File: src/rtl/call_manager_pkg.sv
// Shared codes for the call-control engine: UI command codes, UI event
// codes, network message types and the call state enum.
package call_manager_pkg;

  typedef enum logic [2:0] {
    ST_IDLE      = 3'd0,
    ST_DIALING   = 3'd1,
    ST_RINGING   = 3'd2,
    ST_CONNECTED = 3'd3
  } call_state_e;

  localparam logic [2:0] CMD_NONE   = 3'd0;
  localparam logic [2:0] CMD_DIAL   = 3'd1;
  localparam logic [2:0] CMD_ACCEPT = 3'd2;
  localparam logic [2:0] CMD_REJECT = 3'd3;
  localparam logic [2:0] CMD_END    = 3'd4;

  localparam logic [2:0] INC_NONE      = 3'd0;
  localparam logic [2:0] INC_CONNECTED = 3'd1;
  localparam logic [2:0] INC_REFUSED   = 3'd2;
  localparam logic [2:0] INC_NO_ANSWER = 3'd3;
  localparam logic [2:0] INC_INCOMING  = 3'd5;
  localparam logic [2:0] INC_ENDED     = 3'd6;

  localparam logic [1:0] MSG_RING   = 2'd0;
  localparam logic [1:0] MSG_ANSWER = 2'd1;
  localparam logic [1:0] MSG_REJECT = 2'd2;
  localparam logic [1:0] MSG_HANGUP = 2'd3;

endpackage

File: src/rtl/call_manager_if.sv
// Signalling port between the call manager and the transport layer.
//   tx_*: outgoing message, single-entry buffer, valid/ready handshake
//   rx_*: incoming message, valid/ready handshake
// master = call manager side, slave = transport side.
interface call_manager_if;
  logic       tx_valid;
  logic       tx_ready;
  logic [1:0] tx_type;
  logic [7:0] tx_dst;
  logic       rx_valid;
  logic       rx_ready;
  logic [1:0] rx_type;
  logic [7:0] rx_src;

  modport master (
    output tx_valid, tx_type, tx_dst, rx_ready,
    input  tx_ready, rx_valid, rx_type, rx_src
  );

  modport slave (
    input  tx_valid, tx_type, tx_dst, rx_ready,
    output tx_ready, rx_valid, rx_type, rx_src
  );
endinterface

File: src/rtl/call_manager_ring_timer.sv
// Loadable down-counter for the ring/no-answer timeout.
//   load/load_val: reload (wins over en)
//   en:            count down one per cycle, stops at zero
//   expired:       counter currently reads zero
// Stopping at zero keeps expiry asserted so it can wait out a busy TX buffer.
module call_manager_ring_timer #(
  parameter int unsigned WIDTH = 32
) (
  input  logic             clk,
  input  logic             reset,
  input  logic             load,
  input  logic             en,
  input  logic [WIDTH-1:0] load_val,
  output logic             expired
);

  logic [WIDTH-1:0] cnt_q, cnt_d;

  always_comb begin
    cnt_d = cnt_q;
    if (load)
      cnt_d = load_val;
    else if (en && (cnt_q != '0))
      cnt_d = cnt_q - WIDTH'(1);
  end

  always_ff @(posedge clk or posedge reset) begin
    if (reset) cnt_q <= '0;
    else       cnt_q <= cnt_d;
  end

  assign expired = (cnt_q == '0);

endmodule

File: src/rtl/call_manager.sv
// Call-control engine between the UI command channel and the transport.
//   clk, reset        : clock, async active-high reset
//   command, phn_num  : UI command level and dialed address
//   my_addr           : local station address
//   inc_command       : held event code to the UI
//   caller_id         : peer address of current/last call
//   call_active       : high only while connected
//   state             : current call state (debug)
//   net               : transport message port (master side)
// RING_TIMEOUT must be at least 1.
//
// state      | meaning
// IDLE       | no call, waiting for dial or incoming RING
// DIALING    | RING sent, waiting for ANSWER/REJECT or timeout
// RINGING    | RING received, waiting for UI accept/reject or timeout
// CONNECTED  | call up, audio path enabled
module call_manager
  import call_manager_pkg::*;
#(
  parameter int unsigned RING_TIMEOUT = 270_000_000
) (
  input  logic       clk,
  input  logic       reset,
  input  logic [2:0] command,
  input  logic [7:0] phn_num,
  input  logic [7:0] my_addr,
  output logic [2:0] inc_command,
  output logic [7:0] caller_id,
  output logic       call_active,
  output logic [2:0] state,
  call_manager_if.master net
);

  localparam logic [31:0] TIMER_LOAD = 32'(RING_TIMEOUT - 1);

  call_state_e state_q, state_d;
  logic [2:0]  inc_q, inc_d;
  logic [7:0]  peer_q, peer_d;
  logic        active_q, active_d;
  logic        tx_valid_q, tx_valid_d;
  logic [1:0]  tx_type_q, tx_type_d;
  logic [7:0]  tx_dst_q, tx_dst_d;
  logic [2:0]  cmd_prev_q, cmd_prev_d;
  logic [2:0]  pend_cmd_q, pend_cmd_d;
  logic [7:0]  pend_num_q, pend_num_d;

  logic       ui_edge;
  logic [2:0] ui_cmd;
  logic [7:0] ui_num;
  logic       from_peer;
  logic       timer_load;
  logic       timer_en;
  logic       timer_expired;

  assign from_peer = (net.rx_src == peer_q);
  assign timer_en  = (state_q == ST_DIALING) || (state_q == ST_RINGING);

  call_manager_ring_timer #(.WIDTH(32)) u_ring_timer (
    .clk      (clk),
    .reset    (reset),
    .load     (timer_load),
    .en       (timer_en),
    .load_val (TIMER_LOAD),
    .expired  (timer_expired)
  );

  always_comb begin
    state_d    = state_q;
    inc_d      = inc_q;
    peer_d     = peer_q;
    tx_valid_d = tx_valid_q;
    tx_type_d  = tx_type_q;
    tx_dst_d   = tx_dst_q;
    cmd_prev_d = command;
    timer_load = 1'b0;

    // A fresh edge replaces any older pending command; the pending slot
    // survives until the command is actually evaluated.
    ui_edge    = (command != CMD_NONE) && (command != cmd_prev_q);
    ui_cmd     = ui_edge ? command : pend_cmd_q;
    ui_num     = ui_edge ? phn_num : pend_num_q;
    pend_cmd_d = ui_cmd;
    pend_num_d = ui_num;

    // Every action below may load the TX buffer, so nothing is evaluated
    // until it is empty (this also blocks rx via rx_ready).
    if (tx_valid_q) begin
      if (net.tx_ready) tx_valid_d = 1'b0;
    end else if (net.rx_valid) begin
      if (state_q == ST_IDLE) begin
        if (net.rx_type == MSG_RING) begin
          peer_d     = net.rx_src;
          inc_d      = INC_INCOMING;
          timer_load = 1'b1;
          state_d    = ST_RINGING;
        end
      end else if ((net.rx_type == MSG_RING) && !from_peer) begin
        tx_valid_d = 1'b1;
        tx_type_d  = MSG_REJECT;
        tx_dst_d   = net.rx_src;
      end else if (from_peer) begin
        case (state_q)
          ST_DIALING: begin
            if (net.rx_type == MSG_ANSWER) begin
              state_d = ST_CONNECTED;
              inc_d   = INC_CONNECTED;
            end else if (net.rx_type == MSG_REJECT) begin
              state_d = ST_IDLE;
              inc_d   = INC_REFUSED;
            end
          end
          ST_RINGING, ST_CONNECTED: begin
            if (net.rx_type == MSG_HANGUP) begin
              state_d = ST_IDLE;
              inc_d   = INC_ENDED;
            end
          end
          default: ;
        endcase
      end
    end else if (timer_expired && timer_en) begin
      tx_valid_d = 1'b1;
      tx_dst_d   = peer_q;
      tx_type_d  = (state_q == ST_DIALING) ? MSG_HANGUP : MSG_REJECT;
      state_d    = ST_IDLE;
      inc_d      = INC_NO_ANSWER;
    end else if (ui_cmd != CMD_NONE) begin
      pend_cmd_d = CMD_NONE;
      case (state_q)
        ST_IDLE: begin
          if (ui_cmd == CMD_DIAL) begin
            if (ui_num == my_addr) begin
              inc_d = INC_REFUSED;
            end else begin
              tx_valid_d = 1'b1;
              tx_type_d  = MSG_RING;
              tx_dst_d   = ui_num;
              peer_d     = ui_num;
              inc_d      = INC_NONE;
              timer_load = 1'b1;
              state_d    = ST_DIALING;
            end
          end
        end
        ST_DIALING, ST_CONNECTED: begin
          if (ui_cmd == CMD_END) begin
            tx_valid_d = 1'b1;
            tx_type_d  = MSG_HANGUP;
            tx_dst_d   = peer_q;
            state_d    = ST_IDLE;
            inc_d      = INC_ENDED;
          end
        end
        ST_RINGING: begin
          if (ui_cmd == CMD_ACCEPT) begin
            tx_valid_d = 1'b1;
            tx_type_d  = MSG_ANSWER;
            tx_dst_d   = peer_q;
            state_d    = ST_CONNECTED;
            inc_d      = INC_CONNECTED;
          end else if (ui_cmd == CMD_REJECT) begin
            tx_valid_d = 1'b1;
            tx_type_d  = MSG_REJECT;
            tx_dst_d   = peer_q;
            state_d    = ST_IDLE;
            inc_d      = INC_ENDED;
          end
        end
        default: ;
      endcase
    end

    active_d = (state_d == ST_CONNECTED);
  end

  always_ff @(posedge clk or posedge reset) begin
    if (reset) begin
      state_q    <= ST_IDLE;
      inc_q      <= INC_NONE;
      peer_q     <= 8'h00;
      active_q   <= 1'b0;
      tx_valid_q <= 1'b0;
      tx_type_q  <= MSG_RING;
      tx_dst_q   <= 8'h00;
      cmd_prev_q <= CMD_NONE;
      pend_cmd_q <= CMD_NONE;
      pend_num_q <= 8'h00;
    end else begin
      state_q    <= state_d;
      inc_q      <= inc_d;
      peer_q     <= peer_d;
      active_q   <= active_d;
      tx_valid_q <= tx_valid_d;
      tx_type_q  <= tx_type_d;
      tx_dst_q   <= tx_dst_d;
      cmd_prev_q <= cmd_prev_d;
      pend_cmd_q <= pend_cmd_d;
      pend_num_q <= pend_num_d;
    end
  end

  assign inc_command  = inc_q;
  assign caller_id    = peer_q;
  assign call_active  = active_q;
  assign state        = state_q;
  assign net.tx_valid = tx_valid_q;
  assign net.tx_type  = tx_type_q;
  assign net.tx_dst   = tx_dst_q;
  assign net.rx_ready = !tx_valid_q;

endmodule

File: src/flat_wrapper.sv
// flat-port wrapper written by rule: the top's interface ports become plain ports
module call_manager_flat import call_manager_pkg::*;
#(
  parameter int unsigned RING_TIMEOUT = 270_000_000
)
  (clk, reset, command, phn_num, my_addr, inc_command, caller_id, call_active, state, net_tx_valid, net_tx_type, net_tx_dst, net_rx_ready, net_tx_ready, net_rx_valid, net_rx_type, net_rx_src);
  call_manager_if net_i ();
  input  logic clk;
  input  logic reset;
  input  logic [2:0] command;
  input  logic [7:0] phn_num;
  input  logic [7:0] my_addr;
  output logic [2:0] inc_command;
  output logic [7:0] caller_id;
  output logic call_active;
  output logic [2:0] state;
  output wire logic [$bits(net_i.tx_valid)-1:0] net_tx_valid;
  output wire logic [$bits(net_i.tx_type)-1:0] net_tx_type;
  output wire logic [$bits(net_i.tx_dst)-1:0] net_tx_dst;
  output wire logic [$bits(net_i.rx_ready)-1:0] net_rx_ready;
  input wire logic [$bits(net_i.tx_ready)-1:0] net_tx_ready;
  input wire logic [$bits(net_i.rx_valid)-1:0] net_rx_valid;
  input wire logic [$bits(net_i.rx_type)-1:0] net_rx_type;
  input wire logic [$bits(net_i.rx_src)-1:0] net_rx_src;
  assign net_tx_valid = net_i.tx_valid;
  assign net_tx_type = net_i.tx_type;
  assign net_tx_dst = net_i.tx_dst;
  assign net_rx_ready = net_i.rx_ready;
  assign net_i.tx_ready = net_tx_ready;
  assign net_i.rx_valid = net_rx_valid;
  assign net_i.rx_type = net_rx_type;
  assign net_i.rx_src = net_rx_src;
  call_manager #(.RING_TIMEOUT(RING_TIMEOUT)) u_core (.clk(clk), .reset(reset), .command(command), .phn_num(phn_num), .my_addr(my_addr), .inc_command(inc_command), .caller_id(caller_id), .call_active(call_active), .state(state), .net(net_i));
endmodule
File: config.mk
export PLATFORM = sky130hd
export DESIGN_NAME = call_manager_flat
export DESIGN_NICKNAME = d
export VERILOG_FILES = /design/src/rtl/call_manager_pkg.sv /design/src/rtl/call_manager_if.sv /design/src/rtl/call_manager_ring_timer.sv /design/src/rtl/call_manager.sv /design/src/flat_wrapper.sv
export SDC_FILE = /design/constraint.sdc
export NUM_CORES = 1
export LEC_CHECK = 0
export ABC_CLOCK_PERIOD_IN_PS = 5850
export CELL_PAD_IN_SITES_DETAIL_PLACEMENT = 1
export CELL_PAD_IN_SITES_GLOBAL_PLACEMENT = 1
export CORE_ASPECT_RATIO = 0.9
export CORE_UTILIZATION = 46
export DETAILED_ROUTE_END_ITERATION = 10
export PLACE_DENSITY_LB_ADDON = 0.1
export SYNTH_ARGS = -nofsm -noshare
export SYNTH_HDL_FRONTEND = slang
export SYNTH_SLANG_ARGS = --single-unit
File: constraint.sdc
create_clock -name clk -period 5.85 [get_ports clk]
set_input_delay 1.17 -clock clk [delete_from_list [all_inputs] [get_ports clk]]
set_output_delay 1.17 -clock clk [all_outputs]
set_load 0.03 [all_outputs]
* After elaboration in Yosys (flattened, before gate mapping)
Cells that the tools add are included.
Widths: inputs -> output; s select.
** Operators by class
- Bitwise logic cells :: 1
- Eq/ne operators :: 30
- Muxes and demuxes :: 92
- Reduce and logical (&&, ||, !) cells :: 23
- Add/sub/neg operators :: 1
** Operator list (number)
- $mux 8 :: 17
- $mux 3 :: 35
- $mux 32 :: 2
- $logic_not 32->1 :: 1
- $reduce_bool 32->1 :: 1
- $sub 32x1->32 const B :: 1
- $pmux 8 s3 :: 1
- $mux 2 :: 11
- $mux 1 :: 20
- $pmux 3 s3 :: 2
- $eq 8x8->1 :: 2
- $eq 3x2->1 const B :: 5
- $pmux 3 s2 :: 2
- $reduce_and 12->1 :: 1
- $ne 5x5->1 const B :: 2
- $ne 3x3->1 const B :: 3
- $reduce_and 9->1 :: 1
- $reduce_bool 3->1 :: 3
- $ne 4x2->1 const B :: 2
- $reduce_and 7->1 :: 1
- $eq 3x1->1 const B :: 2
- $ne 2x2->1 const B :: 3
- $pmux 2 s3 :: 1
- $reduce_bool 2->1 :: 3
- other kinds (18) :: 25
** Storage, ports and cells
- Word-level logic and storage cells :: 158
- Register bits :: 72
- Output and inout port bits :: 27
- Bits of input ports :: 33

* Longest topological paths before layout
- Depth in word-level cells :: 12
- Depth in mapped cells :: 14
- Mapped depth without buffers :: 11

* Modules after synthesis
From an unflattened synthesis, not the netlist that was laid out.
** Unflattened totals
- Cells, all modules :: 506
- Area total of the unflattened synthesis :: 4744.6 sq um
** By module, submodules not included
- call_manager :: area each 2583.7 sq um, times used 1, seq. area each 1001.0 sq um, cells each 273
- call_manager_ring_timer :: area each 2160.8 sq um, times used 1, seq. area each 800.8 sq um, cells each 233

* Worst setup path before layout
No wires, ideal clock.
- Kind :: in2reg
- From :: input command[1]
- To :: register u_core.tx_dst_q[0] (netlist: u_core.net.tx_dst[0])
- Setup slack :: 2168 ps
- Stages :: 12
- Data required time :: 5725 ps
- Arrival :: 3557 ps
- Setup time :: 125 ps
- Path buffers :: 3
- Cells stage by stage :: buf_4 > nand3_1 > o21ai_0 > a32o_1 > buf_2 > nor2_1 > mux2i_1 > o221ai_1 > o31a_1 > o21ai_2 > buf_6 > mux2_4
** On the way
- Longest elaborated chain between the ends :: 9
- Elaborated cells on any way between the ends :: 24
- Classes of those cells :: eq/ne (10); mux (9); reduce/logical (5)
** Ends and longest elaborated chain
- start: declaration :: line flat_wrapper.sv:10 : input logic [2:0] command;
- $ne 3x3->1 or $reduce_bool 3->1 (tied branches) :: line call_manager.sv:79 : ui_edge = (command != CMD_NONE) && (command != cmd_prev_q);
- $logic_and 1x1->1 :: line call_manager.sv:79
- $mux 3 or $mux 8 (tied branches) :: line call_manager.sv:80, call_manager.sv:81
- $eq 3x2->1 or $mux 8 (tied branches) :: line call_manager.sv:155, call_manager.sv:132
- $mux 8 (on tied branches) :: line call_manager.sv:155, call_manager.sv:131
- $pmux 8 s3 :: line call_manager.sv:129 : case (state_q)
- $mux 8 :: line call_manager.sv:127 : end else if (ui_cmd != CMD_NONE) begin
- $mux 8 :: line call_manager.sv:121 : end else if (timer_expired && timer_en) begin
- $mux 8 :: line call_manager.sv:89 : end else if (net.rx_valid) begin
- end signal: assignment :: line call_manager.sv:195 : tx_dst_q <= tx_dst_d;
- end: declaration :: line call_manager.sv:42 : logic [7:0] tx_dst_q, tx_dst_d;
Parallel ways exist; a longest one is shown, timed or not. The select of a mux whose other input is x is not followed.
A chain may end at the register's enable or synchronous reset.

* Worst setup path after layout
- From :: input command[1]
- To :: register u_core.tx_dst_q[3] (netlist: u_core.net.tx_dst[3])
Same word-level chain as after synthesis.

==> impl_metrics.csv <==
group,metric,value,unit
run_status,status,"finished clean",
global_routing,track_usage,27.68,%
global_routing,grt_pass1_wl,21580,um
setup_path,critPathKind,"in2reg",
clocking,cts_setup_buffers,0,
floorplan,core_area,9290,um^2
place,dp.cells,647,
job,maxCapViolations,0,
drt,viasPerCell,6.054,
clocking,path_clk_slew,90,ps
global_routing,grt_pass1_vias,4142,
synthesis,synthArstFlopShare,100.0,%
clocking,cts_root_buf,"clkbuf_8",
layout,fin_cells,663,
drt,dr_total_vias,4014,
timing,period_minus_slack,4815,ps
clocking,clock_path_buffers,2,
timing,final_hold_viol_count,0,
drt,wirelength,13110,um
setup_path,required,6110,ps
setup_path,startpoint_type,"input port",
power,p_per_area,435.6,nW/um^2
timing,rsz0062_at_grt,"false",
timing,relSlewSlack,29.55,%
clocking,cts_inserted_buffers,9,
setup_path,cp.arrival,5070,ps
setup_path,crit_fanout,15,
floorplan,die_area,10150,um^2
power,p_leak,2.124,nW
synthesis,ys_seq_elements,72,
clocking,postCtsHoldBufs,0,
place,globalplace.congestion,0.8385,
layout,n_antenna_cell,0,
layout,drive_gt1_share,10.35,%
synthesis,syn-instance-count,491,
timing,fin_skew,16.55,ps
setup_path,crit_path_end_kind,"flop",
synthesis,synth-seq-area-share,40.17,%
synthesis,yosysUniqueCellTypes,69,
drt,ant_nets,0,
clocking,cts_resized,0,
synthesis,syn_area_per_cell,9.136,um^2
power,power,0.002330,W
drt,wl_per_cell,19.78,um
synthesis,ys.flop_type,"dfrtp_1",
synthesis,synth_edf_count,0,
timing,tightest_slew,1057,ps
power,vdd_drop_max,0.2457,mV
drt,firstDrtPassIters,5,
timing,hold_ws,512.6,ps
global_routing,grt_antenna_before_repair,0,
clocking,cts_tree,"built",
global_routing,overflow,0,
floorplan,chipHeight,95.68,um
floorplan,io_pins,60,
synthesis,synth_area,4486,um^2
timing,slew_violations,0,
clocking,cts_sinks,72,
setup_path,r2r_slack,2080,ps
global_routing,grt_start_max_net_pins,40,
layout,layout.cells.most_common,"dfrtp_1",
floorplan,rows,33,
synthesis,yosys_warnings,0,
clocking,ctsHtreeMaxLevel,3,
drt,drc,0,
floorplan,die_x,106.1,um
timing,fmax,207.7,MHz
layout,fin_nets,570,
timing,setup_viol,0,
drt,drt-initial-drc-count,255,
place,portBuffers,59,
floorplan,initial_core_util,48.28,%
place,hpwl,9343,um
clocking,insertion_delay,370,ps
hold_path,min_path_type,"reg2reg",
timing,finalSetupTns,0,ps
synthesis,syn_nets,525,
layout,most-common-layout-cells,"dfrtp_1 (72), clkdlybuf4s50_1 (59), o21ai_0 (38), nand2_1 (38), xnor2_1 (32)",
layout,syn2layout_area_growth,19.27,%
timing,finalCritPeriodShare,82.30,%
## final timing paths
| path | startpoint | cells past startpoint | endpoint |
|---|---|---|---|
| worst max register to register | u_core.cmd_prev_q[1] | 10 | u_core.net.tx_dst[3] |
| worst min-delay path | u_core.inc_command[2] | 1 | u_core.inc_command[2] |
| min in group asynchronous | reset | 2 | u_core.u_ring_timer.cnt_q[5] |
| worst max-delay path | command[1] | 11 | u_core.net.tx_dst[3] |
| max in group asynchronous | reset | 3 | u_core.u_ring_timer.cnt_q[27] |
| worst min register to register | u_core.inc_command[2] | 1 | u_core.inc_command[2] |
## registers in the layout (all words and copies together), names as in the netlist
signal                     flops
u_core.u_ring_timer.cnt_q     32
u_core.caller_id               8
u_core.net.tx_dst              8
u_core.pend_num_q              8
u_core.cmd_prev_q              3
u_core.inc_command             3
u_core.pend_cmd_q              3
u_core.state                   3
u_core.net.tx_type             2
u_core.call_active             1
u_core.net.tx_valid            1
## power by group
| group | internal [W] | switching, W | leakage, nW |
|---|---|---|---|
| Sequential | 0.000661 | 0.000179 | 0.819 |
| Clock | 0.000284 | 0.000211 | 0.119 |
| Combinational | 0.000457 | 0.000539 | 1.19 |
| Total | 0.00140 | 0.000929 | 2.12 |
## metal layers
| metal | routed length, um | track usage [%] | share of wire, % |
|---|---|---|---|
| met1 | 6023 | 36.70 | 46 |
| met2 | 6405 | 46.19 | 49 |
| met3 | 462 | 4.716 | 3.5 |
| met4 | 222 | 9.259 | 1.7 |
| met5 | 0 | 0 | 0 |
## cell usage after synthesis, types with 6 or more instances
cell | number | share of area (%)
a221oi_1 | 7 | 1.4
buf_2 | 7 | 0.78
nand3_1 | 12 | 1.3
o211ai_1 | 10 | 1.7
nor3_1 | 27 | 3.0
nor2_1 | 25 | 2.1
mux2_4 | 9 | 3.0
nor4_1 | 9 | 1.3
dfrtp_1 | 72 | 40
a21oi_1 | 15 | 1.7
xor2_1 | 14 | 2.7
or3_1 | 25 | 3.5
or4_4 | 6 | 1.5
o22ai_1 | 7 | 0.98
xnor2_1 | 32 | 6.2
nand2_1 | 38 | 3.2
clkbuf_1 | 16 | 1.3
o21ai_0 | 38 | 4.2
inv_1 | 31 | 2.6
## area by class of cell
type,instances,area [um^2]
flip-flops and latches,72,1802
clock buffers,9,123.9
fillers,1094,3940
multi-input cells,357,2400
repair buffers,65,635.6
inverters,31,116.4
clock inverters,7,120.1
well taps,122,152.6
## worst max-delay path: stages
cell	delay, ps
clkdlybuf4s50_1	600
nor4_1	440
o21ai_0	140
a21oi_1	140
buf_4	190
or2_1	470
mux2i_1	240
o2111ai_1	220
o31a_1	360
o21ai_2	670
mux2_2	420
## stage by stage
step                      utilization [%]  cell area (um^2)  setup WS (ps)
after floorplan                         -              4486           2168
after global placement              54.96              5106          886.0
after detailed placement            54.96              5106          686.6
after CTS                           57.59              5350           1048
after global routing                57.59              5350          771.4
final                               57.59              5350           1035
## cells by family after synthesis
kind of cell / synth area share [%]
AND/OR/NAND/NOR: 23.12
flip-flops: 40.17
AO/OA/AOI/OAI: 16.18
XOR/XNOR: 8.982
adder cells (fa/ha/maj): 0.2789
buffers and inverters: 6.387
multiplexers: 4.881
(Power assumes the default switching activity.)
